### src/rtl/signed_divider.sv
// rtl/signed_divider.sv - iterative restoring signed/unsigned divider, one quotient bit per cycle
module signed_divider #(
  parameter int N = 32
) (
  input  logic         i_clk,
  input  logic         i_rst_n,
  input  logic         i_start,
  input  logic         i_is_signed,
  input  logic [N-1:0] i_dividend,
  input  logic [N-1:0] i_divisor,
  output logic         o_busy,
  output logic         o_done,
  output logic [N-1:0] o_quotient,
  output logic [N-1:0] o_remainder
);

  localparam int CW = $clog2(N);

  typedef enum logic [1:0] {
    S_IDLE   = 2'd0,
    S_DIVIDE = 2'd1,
    S_FIX    = 2'd2
  } state_t;

  state_t        r_state;
  state_t        w_next_state;

  logic [N-1:0]  r_dvd;        // dividend magnitude, shifted out MSB-first; fills with quotient bits
  logic [N-1:0]  r_dsr;        // divisor magnitude
  logic [N-1:0]  r_rem;        // partial remainder (always < r_dsr or == dividend when r_dsr is 0)
  logic [CW-1:0] r_cnt;
  logic          r_neg_q;
  logic          r_neg_r;
  logic          r_done;
  logic [N-1:0]  r_quotient;
  logic [N-1:0]  r_remainder;

  logic          w_neg_a;
  logic          w_neg_b;
  logic [N-1:0]  w_abs_a;
  logic [N-1:0]  w_abs_b;
  logic          w_accept;
  logic [N:0]    w_rem_shift;
  logic          w_ge;
  logic [N-1:0]  w_rem_sub;
  logic          w_busy;

  // Operand conditioning: signs and magnitudes of the incoming operands.
  always_comb begin
    w_neg_a = i_is_signed & i_dividend[N-1];
    w_neg_b = i_is_signed & i_divisor[N-1];
    w_abs_a = w_neg_a ? -i_dividend : i_dividend;
    w_abs_b = w_neg_b ? -i_divisor  : i_divisor;
  end

  // One restoring step: shift in the next dividend bit, then compare/subtract.
  // The shifted remainder needs N+1 bits; when the subtraction is taken the
  // true difference is below 2^N, so an N-bit subtract is exact.
  always_comb begin
    w_rem_shift = {r_rem, r_dvd[N-1]};
    w_ge        = (w_rem_shift >= {1'b0, r_dsr});
    w_rem_sub   = w_rem_shift[N-1:0] - r_dsr;
  end

  // State register.
  always_ff @(posedge i_clk or negedge i_rst_n) begin
    if (!i_rst_n) begin
      r_state <= S_IDLE;
    end else begin
      r_state <= w_next_state;
    end
  end

  // Next-state logic; a start seen during the done cycle is not accepted.
  always_comb begin
    w_next_state = r_state;
    case (r_state)
      S_IDLE:   if (i_start && !r_done) w_next_state = S_DIVIDE;
      S_DIVIDE: if (r_cnt == '0)        w_next_state = S_FIX;
      S_FIX:                            w_next_state = S_IDLE;
      default:                          w_next_state = S_IDLE;
    endcase
  end

  // Output decode from state.
  always_comb begin
    w_busy   = (r_state != S_IDLE);
    w_accept = (r_state == S_IDLE) && i_start && !r_done;
  end

  // Datapath: latch operands, iterate, then re-apply signs into the result registers.
  always_ff @(posedge i_clk or negedge i_rst_n) begin
    if (!i_rst_n) begin
      r_dvd       <= '0;
      r_dsr       <= '0;
      r_rem       <= '0;
      r_cnt       <= '0;
      r_neg_q     <= 1'b0;
      r_neg_r     <= 1'b0;
      r_quotient  <= '0;
      r_remainder <= '0;
    end else begin
      case (r_state)
        S_IDLE: begin
          if (w_accept) begin
            r_dvd   <= w_abs_a;
            r_dsr   <= w_abs_b;
            r_rem   <= '0;
            r_cnt   <= CW'(N - 1);
            // Divide-by-zero yields an all-ones quotient whatever the signs.
            r_neg_q <= (w_neg_a ^ w_neg_b) & (|i_divisor);
            r_neg_r <= w_neg_a;
          end
        end
        S_DIVIDE: begin
          r_rem <= w_ge ? w_rem_sub : w_rem_shift[N-1:0];
          r_dvd <= {r_dvd[N-2:0], w_ge};
          if (r_cnt != '0) begin
            r_cnt <= r_cnt - CW'(1);
          end
        end
        S_FIX: begin
          r_quotient  <= r_neg_q ? -r_dvd : r_dvd;
          r_remainder <= r_neg_r ? -r_rem : r_rem;
        end
        default: ;
      endcase
    end
  end

  // Done pulses for the single cycle after the FIX state.
  always_ff @(posedge i_clk or negedge i_rst_n) begin
    if (!i_rst_n) begin
      r_done <= 1'b0;
    end else begin
      r_done <= (r_state == S_FIX);
    end
  end

  assign o_busy      = w_busy;
  assign o_done      = r_done;
  assign o_quotient  = r_quotient;
  assign o_remainder = r_remainder;

endmodule

### config.mk
export PLATFORM = sky130hd
export DESIGN_NAME = signed_divider
export DESIGN_NICKNAME = d
export VERILOG_FILES = /design/src/rtl/signed_divider.sv
export SDC_FILE = /design/constraint.sdc
export NUM_CORES = 1
export LEC_CHECK = 0
export ABC_AREA = 1
export CAP_MARGIN = 25
export CORE_MARGIN = 3
export CORE_UTILIZATION = 37
export CTS_CLUSTER_DIAMETER = 50
export CTS_CLUSTER_SIZE = 28
export DETAILED_ROUTE_END_ITERATION = 8
export PLACE_DENSITY = 0.67
export SLEW_MARGIN = 20
export SYNTH_ARGS = -nofsm -noshare
export SYNTH_HDL_FRONTEND = slang
export SYNTH_SLANG_ARGS = --single-unit
### constraint.sdc
create_clock -name i_clk -period 3.06 [get_ports i_clk]
set_input_delay 0.459 -clock i_clk [delete_from_list [all_inputs] [get_ports i_clk]]
set_output_delay 0.459 -clock i_clk [all_outputs]
set_load 0.02 [all_outputs]
==> flow_summary.ini, run 1 <==
[clock_network]
cts_buffers = 17
cts_tree = done
cts.sink_count = 170
postCtsHoldBufs = 1
cts_buffer_depth = 2
cts_resized = 0
clk_pin_slew_ns = 0.07
cts_root_buffer = clkbuf_16
htree_levels = 4
clk-insertion-delay-late_ns = 0.44
post_cts_buffers = 0

[critical_path]
r2r.worst_path.cells = 12
end_kind = register
crit_required_ns = 3.39
path_cells = ha_1, nand2_1, inv_2, nand2_1, nand2_1, a21oi_1, nand2_1, nor2_4, buf_4, nand3_1, nand3_1, nand2_1
worst_path_largest_cell_delay_ns = 0.46
worst-path-max-fanout = 17
critPathMostFrequentCell = nand2_1
r2r-end = r_rem[16]
worstPathArrival_ns = 2.90
timing.reg2reg.setup_slack_ns = 0.49
critical_path.slowest_cell = dfrtp_1
worstReg2RegStart = r_rem[26]
critPathKind = register to register
start_kind = register

[timing]
finalSetupViolCount = 0
setup_ws_ns = 0.488
hold_viol_final = 0
rsz0062_at_grt = false
holdWs_ns = 0.477
fmax_mhz = 389
fin_worst_skew_ns = 0.00891
setup_tns_ns = 0
slew_viol_final = 0
min_period_ns = 2.57
slew_headroom_pct = 58.8
tightestPinTransition_ns = 0.618
finalCritPeriodShare_pct = 84.0

[power]
powerDensity_mw_per_mm2 = 1180
p_leak_nw = 7.55
peakVddDrop_mv = 0.399

[yosys]
avgSynthCellArea_um2 = 6.54
async_flop_share_pct = 100
syn_area_mm2 = 0.0129
netlist_instances = 1979
synth.distinct_cells = 49
yosysSeqAreaShare_pct = 32.9
syn-num-nets = 2086
synthMuxAreaShare_pct = 0
synth_compound_area_share_pct = 9.94
synthXorXnorAreaFrac_pct = 5.55
ys_warn_count = 0
synth.area.top_cells = dfrtp_1 (33%), nand2_1 (18%), inv_1 (8.2%)
synth.ff_latch_count = 170
ys.flop_type = dfrtp_1
synth_edf_count = 0
synthTopCellsByCount = nand2_1 (626), inv_1 (281), nand3_1 (190)
synth_top_family_by_area = simple AND/OR/NAND/NOR gates
synth_most_common_cell = nand2_1
synthSimpleGateAreaFrac_pct = 37.2
synth_top_cell_area_share_pct = 32.9
yosysTopAreaCell = dfrtp_1
synthAdderAreaFrac_pct = 3.83

[route]
ant_nets = 0
wl_per_cell_um = 16.7
vias = 13200
drc = 0
first_iter_violations = 1382
wirelength_mm = 42.8
dr.pass1.iters = 6
vias_per_cell = 5.15

[floorplan]
die_area_mm2 = 0.0372
die_w_um = 193
die_h_um = 193
initial_core_util_pct = 38.1
io_pins = 134
coreArea_mm2 = 0.0340
row_count = 67

[placement]
place_area_mm2 = 0.0148
gp_congestion = 1.01
dp_hpwl_mm = 34.3
pre_cts_ws_ns = 0.444
dp_cells = 2528
io_buffers = 133

[layout]
fin_cells = 2561
finalNetCount = 2207
layout-drive-gt1-share_pct = 5.06
fin_area_mm2 = 0.0154
regArea_mm2 = 0.00425
fillers = 3540
multi_input_area_mm2 = 0.00732
diodes = 0
area_growth_pct = 18.8

[global_routing]
overflow = 0
track_usage_pct = 23.2
grt_pass1_vias = 12100
grt_pass1_wl_mm = 68.0
grt_max_degree = 54
antenna_found_initial = 0

[min_path]
hold_path_depth = 2
hp-class = register to register
hold_start = o_quotient[28]
min_to = o_quotient[28]

[run_status]
status = complete, no violations

[run]
cap_violations = 0
## metrics by stage
| step | utilization (%) | power [mW] |
|---|---|---|
| 5_1_grt | 45.2 | 19.7 |
| 6_report | 45.2 | 18.2 |
| 4_1_cts | 45.2 | 18.1 |
| 3_3_place_gp | 43.5 | 15.6 |
| 3_5_place_dp | 43.5 | 15.8 |
| 2_1_floorplan | - | 12.1 |
## placed cells by master, fill, tap and decap left out, drive strengths merged, types with 30 or more instances in the layout
cell,instances
nand2,641
inv,288
nand3,193
nor2,190
dfrtp,170
clkdlybuf4s50,132
o21ai,115
xor2,60
ha,38
a21oi,37
nor3,34
nand4,30
## worst max-delay path: cells and delay by family, from the launching register on
kind                     cells  cell delay [ns]
AND/OR/NAND/NOR              8             1.07
flip-flops                   1             0.46
adder cells (fa/ha/maj)      1             0.38
buffers and inverters        2             0.34
AO/OA/AOI/OAI                1             0.22
## state kept, by name, indices dropped and copies added, names as in the netlist
name and flops:
r_neg_r 1, o_remainder 32, r_state 2, o_done 1, r_rem 32, r_cnt 5
r_dsr 32, o_quotient 32, r_dvd 32, r_neg_q 1
## worst max-delay path by stage
stage                              from  slack, ns   endpoint  cells past startpoint
after floorplan               r_rem[26]       1.11  r_rem[12]                     12
after global placement    i_dividend[0]       0.40  r_dvd[31]                     10
after detailed placement  i_dividend[0]       0.44  r_dvd[31]                     10
after CTS                     r_rem[26]       0.53  r_rem[16]                     12
after global routing          r_rem[26]       0.30  r_rem[16]                     12
final                         r_rem[26]       0.49  r_rem[16]                     12
## area by class of cell
type,count,area share [%]
Multi-Input combinational cell,1465,47.6
Timing Repair Buffer,162,10.2
Clock buffer,18,2.86
Clock inverter,14,1.03
Tap cell,448,3.65
Sequential cell,170,27.7
Inverter,284,6.94
## where the power goes
part | switching (mW) | total, mW | leakage (nW) | internal [mW]
Clock | 0.985 | 2.23 | 0.283 | 1.24
Combinational | 7.60 | 11.7 | 5.12 | 4.12
Sequential | 0.994 | 4.26 | 2.14 | 3.27
Total | 9.58 | 18.2 | 7.55 | 8.62
## cell families after synthesis
family          count (synthesis)
flops                         170
xor+xnor                       82
compound gates                222
simple gates                 1122
fa+ha+maj                      39
buf+inv                       344
## per-layer routing
metal | global-route usage [%] | wire (um) | vias up
li1 | - | - | 6552
met1 | 35.9 | 21200 | 6116
met2 | 34.3 | 18100 | 465
met3 | 2.68 | 2670 | 49
met4 | 6.09 | 848 | 0
met5 | 0 | 0 | -
Note: power is estimated with default switching activity, not from simulation.
==> run 2, diff against run 1 <==
Clock period 3.06 ns to 2.4 ns, I/O delays scaled along.
==> run 2 against run 1 <==
First-iteration DRC count fell by 9.5%. Worst hold slack improved by 0.0081 ns. Utilization increased by 3.4 points. Setup slack worse by 0.41 ns. Sequential share of layout area shrank 1.9 points. Non-clock buffer count is 81 higher. Critical path depth rose by 2. Sequential cell count unchanged. Clock power grew 30%. Clock-buffer cell count did not move. Largest cell class unchanged.
==> flow_summary.ini, run 2 (synthesized netlist as in run 1, its figures left out) <==
[timing]
min_period_ns = 2.32
fmax_mhz = 431
slew_headroom_pct = 52.8
finalSetupViolCount = 0
fin_worst_skew_ns = 0.0160
slew_viol_final = 0
hold_viol_final = 0
finalCritPeriodShare_pct = 96.7
tightestPinTransition_ns = 0.708

[placement]
dp_cells = 2599
io_buffers = 133
dp_hpwl_mm = 35.3
gp_congestion = 0.949

[global_routing]
antenna_found_initial = 1
grt_pass1_wl_mm = 69.5
grt_pass1_vias = 12300
grt_max_degree = 64
busiest_layer = met1
track_usage_pct = 23.7
overflow = 0
use_met1_pct = 36.7
use_met2_pct = 34.7
use_met3_pct = 3.33

[layout]
diodes = 0
fin_cells = 2644
final_common_cell = nand2_1
finalNetCount = 2290
area_growth_pct = 27.6
layout_common_cells = nand2_1 (622), inv_1 (278), nand3_1 (189)
layout-drive-gt1-share_pct = 10.6

[critical_path]
cp_top_family = simple AND/OR/NAND/NOR gates
critPathMostFrequentCell = nand2_1
worst_path_largest_cell_delay_ns = 0.46
critPathLaunch = r_rem[22]
critPathKind = register to register
worstReg2RegStart = r_rem[22]
critPathBufInv = 2
crit_required_ns = 2.74
worstPathArrival_ns = 2.66
worst-path-max-fanout = 8
path_cells = ha_1, nand2_1, nor2_2, nand2_1, nor2_1, nand2_1, nand2_1, nor2_4, buf_12, buf_12, nand2_4, nand2_1, nand3_1, nand2_1
critical_path.slowest_cell = dfrtp_2
start_kind = register
end_kind = register

[clock_network]
cts_tree = done
cts_buffer_depth = 2
clk-insertion-delay-late_ns = 0.44
clk_pin_slew_ns = 0.08
cts.sink_count = 170
cts_root_buffer = clkbuf_16
cts_buffers = 17
htree_levels = 4

[floorplan]
die_h_um = 193
row_count = 67
io_pins = 134
initial_core_util_pct = 38.1
die_w_um = 193
die_area_mm2 = 0.0372
coreArea_mm2 = 0.0340

[power]
power_mw = 25.5
peakVddDrop_mv = 0.698
p_leak_nw = 8.04
power_switching_share_pct = 50.9
p_clk_share_pct = 11.4
powerDensity_mw_per_mm2 = 1550
pwr-share-comb_pct = 67.5
seqPwrFrac_pct = 21.1
internal_power_mw = 12.5
p_switching_mw = 13.0

[run]
cap_violations = 0

[route]
wl_per_cell_um = 17.0
ant_nets = 0
drc = 0
vias = 13700
wirelength_mm = 44.9
vias_per_cell = 5.17
dr.pass1.iters = 5
first_iter_violations = 1251

[run_status]
status = complete, no violations

[min_path]
hp-class = input port to asynchronous set/reset pin
run 2: cell types whose count changed in the layout (fill, tap and decap cells not counted), moves of 4 or more:
cell | before | now
nor2_1 | 181 | 173
buf_4 | 27 | 95
nand2_2 | 14 | 18
nand2_1 | 626 | 622
ha_1 | 38 | 16
buf_12 | 1 | 8
ha_4 | 0 | 21
clkbuf_16 | 17 | 21
nor2_2 | 7 | 14
run 2: power by group through the flow:
stage | combinational, mW | sequential [mW] | clock [mW]
3_3_place_gp | 15.6 | 5.30 | 0
4_1_cts | 15.9 | 5.28 | 2.94
6_report | 17.2 | 5.39 | 2.90
3_5_place_dp | 15.8 | 5.31 | 0
2_1_floorplan | 10.0 | 5.44 | 0
5_1_grt | 19.1 | 5.52 | 3.08
run 2: worst paths after layout:
check | end | cells after the start | slack, ns
worst max-delay path | r_rem[25] | 14 | 0.08
worst min-delay path | r_dvd[5] | 2 | 0.48
worst max register to register | r_rem[25] | 14 | 0.08
worst min register to register | o_quotient[28] | 2 | 0.49
max in group asynchronous | r_dvd[11] | 3 | 1.19
min in group i_clk | o_quotient[28] | 2 | 0.49
run 2: layout make-up:
class	instances	area, um2
fill	3463	17400
multi-input combinational	1467	7660
sequential	170	4260
timing repair buffer	243	2350
inverter	284	1070
tap	448	561
clock buffer	18	439
clock inverter	14	173
run 2: repair_timing:
item	4_1_cts	5_1_grt
endpoints found under the setup margin	0	31
endpoints found under the hold margin	57	0
hold buffers	1	0
gates resized for setup	0	64
buffers inserted	0	6
run 2: through the flow:
step                utilization, %  hold slack, ns  worst slack [ns]  area, um2  setup TNS, ns
floorplan                        -          0.0644             0.449      12900              0
global placement              45.1           0.415            -0.146      15300         -0.146
detailed placement            45.1           0.424            -0.129      15300         -0.129
CTS                           46.9           0.490            0.0534      15900              0
global route                  48.6           0.508           -0.0528      16500        -0.0873
finish                        48.6           0.485            0.0794      16500              0
run 2: layer usage:
layer / vias to the layer above / wire [um]
li1: 6721 / -
met3: 65 / 3260
met1: 6355 / 21600
met5: - / 13
met4: 2 / 920
met2: 537 / 19100
==> RTL edit, RTL diff (settings of run 2) <==
Register the input `i_divisor` before use, with the module's reset. The logic sees it one clock later. The other inputs are not delayed to match.
--- a/src/rtl/signed_divider.sv
+++ b/src/rtl/signed_divider.sv
@@ -23,2 +23,12 @@
   } state_t;
+
+  logic [N-1:0] i_divisor_q;
+
+  always_ff @(posedge i_clk or negedge i_rst_n) begin
+    if (!i_rst_n) begin
+      i_divisor_q <= '0;
+    end else begin
+      i_divisor_q <= i_divisor;
+    end
+  end
 
@@ -50,5 +60,5 @@
     w_neg_a = i_is_signed & i_dividend[N-1];
-    w_neg_b = i_is_signed & i_divisor[N-1];
+    w_neg_b = i_is_signed & i_divisor_q[N-1];
     w_abs_a = w_neg_a ? -i_dividend : i_dividend;
-    w_abs_b = w_neg_b ? -i_divisor  : i_divisor;
+    w_abs_b = w_neg_b ? -i_divisor_q : i_divisor_q;
   end
@@ -110,3 +120,3 @@
             // Divide-by-zero yields an all-ones quotient whatever the signs.
-            r_neg_q <= (w_neg_a ^ w_neg_b) & (|i_divisor);
+            r_neg_q <= (w_neg_a ^ w_neg_b) & (|i_divisor_q);
             r_neg_r <= w_neg_a;
Function: same outputs for any inputs over 10 cycles, from zero or initial values and one cycle with i_rst_n low; that may be too few to reach the edited logic, so the function may still have changed.
==> RTL edit against run 2 <==
- sequential share of layout area up 2.9 points
- via count up 2.2%
- critical endpoint is now r_dvd[0]
- clock power up 57%
- setup slack worse by 0.050 ns
- sequential cell count up 32
- wire length up 3.5%
- sequential power up 9.5%
- combinational power down 5%
- power up 4.7%
- die area up 7.2%
- cell area up 6.8%
- non-clock buffer count down 7
- synthesized area up 7.4%
==> RTL edit: results (changes against run 2) <==
Clock network:
- The post-cts repair resize count is 5 (+5).
- The largest buffer count on any clock path is 3 (+1).
- The number of CTS-inserted buffers is 29 (+12).
- The clock latency reported for the late side of the worst-skew pair is 0.56 ns (+0.12 ns).
- The CTS sink count is 202 (+19%).

Detailed routing:
- The count of vias placed by the detailed router is 13980 (+2.2%).
- The detailed-route wire length on metal 1 came to 22730 microns (+5.2%).
- The uppermost layer routed is met4.
- The length of routed met3 wiring is 2324 microns (-29%).
- The wire length per cell came to 16.80 microns (-1.1%).

GRT:
- The via count of the first global-routing pass came to 13360 (+8.8%).
- The maximum number of pins on one net before global-route repair is 84 (+31%).
- The global-route usage over all layers came to 23.14% (-0.58 points).
- The global routing usage on met2 is 36.26% (+1.6 points).
- The met1 layer usage reported by global route came to 34.54% (-2.1 points).

Logic synthesis:
- Sorting the synthesized cells by area gives the leading types as sky130_fd_sc_hd__dfrtp_1, sky130_fd_sc_hd__nand2_1, sky130_fd_sc_hd__nand3_1.
- The sequential element share of the synthesized area came to 36.38% (+3.5 points).
- The commonest cells after synthesis are sky130_fd_sc_hd__nand2_1, sky130_fd_sc_hd__inv_1, sky130_fd_sc_hd__nand3_1.

Cells and area:
- The number of clock buffers in the layout is 31 (+13).
- The fraction of final layout cells sized beyond drive strength 1 is 10.52% (-0.088 points).
- The number of non-clock buffers in the layout is 236 (-2.9%).
- The area occupied by multi-input gates is 0.007645 sq mm (-0.26%).
- The layout buffering overhead excluding clock cells is 12.56% (-1.7 points).
- The number of nets in the final layout is 2385 (+4.1%).
- The fraction of area in registers is 28.68% (+2.9 points).
- The non-filler instance count after layout came to 2768 (+4.7%).
- The count of filler cells inserted in the layout came to 3734 (+7.8%).
- The non-clock inverter instance count of the final layout came to 290 (+2.1%).

Worst setup path:
- The worst setup slack for register-to-register paths is 0.03 ns (-0.05 ns).
- The arrival time of data at the critical path endpoint is 2.84 ns (+0.18 ns).
- The cell type of the slowest stage on the worst timing path is sky130_fd_sc_hd__dfrtp_1.
- The critical-path maximum fanout was 16 (+8).
- The worst register-to-register path ends at r_dvd[0].
- The peak per-stage delay on the critical path is 0.48 ns (+0.02 ns).

Place:
- The detailed placer's ending HPWL is 36890 microns (+4.5%).
- The cell area after placement is 0.01638 sq mm (+7.0%).
- The worst slack at placement is -0.04317 ns (+0.08558 ns).
- The global placement routability congestion is 0.9212 (-2.9%).

Pwr:
- The largest voltage drop on the vdd net was 687.0 uV (-1.6%).

Outcome:
- The run finished with clean final reports.

STA:
- The worst hold margin is 0.2341 ns (-0.2506 ns).

Floorplan:
- The core box area was 0.03679 sq mm (+8.3%).
RTL edit: changes by cell type after synthesis, sizes merged, moves of 5 or more:
| cell | change |
|---|---|
| xnor2 | -5 |
| nor2 | +12 |
| nand3 | +17 |
| inv | +5 |
| nand2 | +40 |
| a31oi | +5 |
| dfrtp | +32 |
| a21oi | +6 |
RTL edit: power by group through the flow:
| stage | sequential, W | combinational (W) | clock, W |
|---|---|---|---|
| 2_1_floorplan | 0.00590 | 0.00985 | 0 |
| 3_3_place_gp | 0.00583 | 0.0156 | 0 |
| 3_5_place_dp | 0.00587 | 0.0157 | 0 |
| 4_1_cts | 0.00583 | 0.0158 | 0.00462 |
| 5_1_grt | 0.00602 | 0.0183 | 0.00476 |
| 6_report | 0.00590 | 0.0163 | 0.00454 |
RTL edit: logic make-up after synthesis:
group | share of synthesized area, %
simple gates | 36.40
buf+inv | 9.860
compound gates | 9.130
flops | 36.38
xor+xnor | 4.664
fa+ha+maj | 3.566
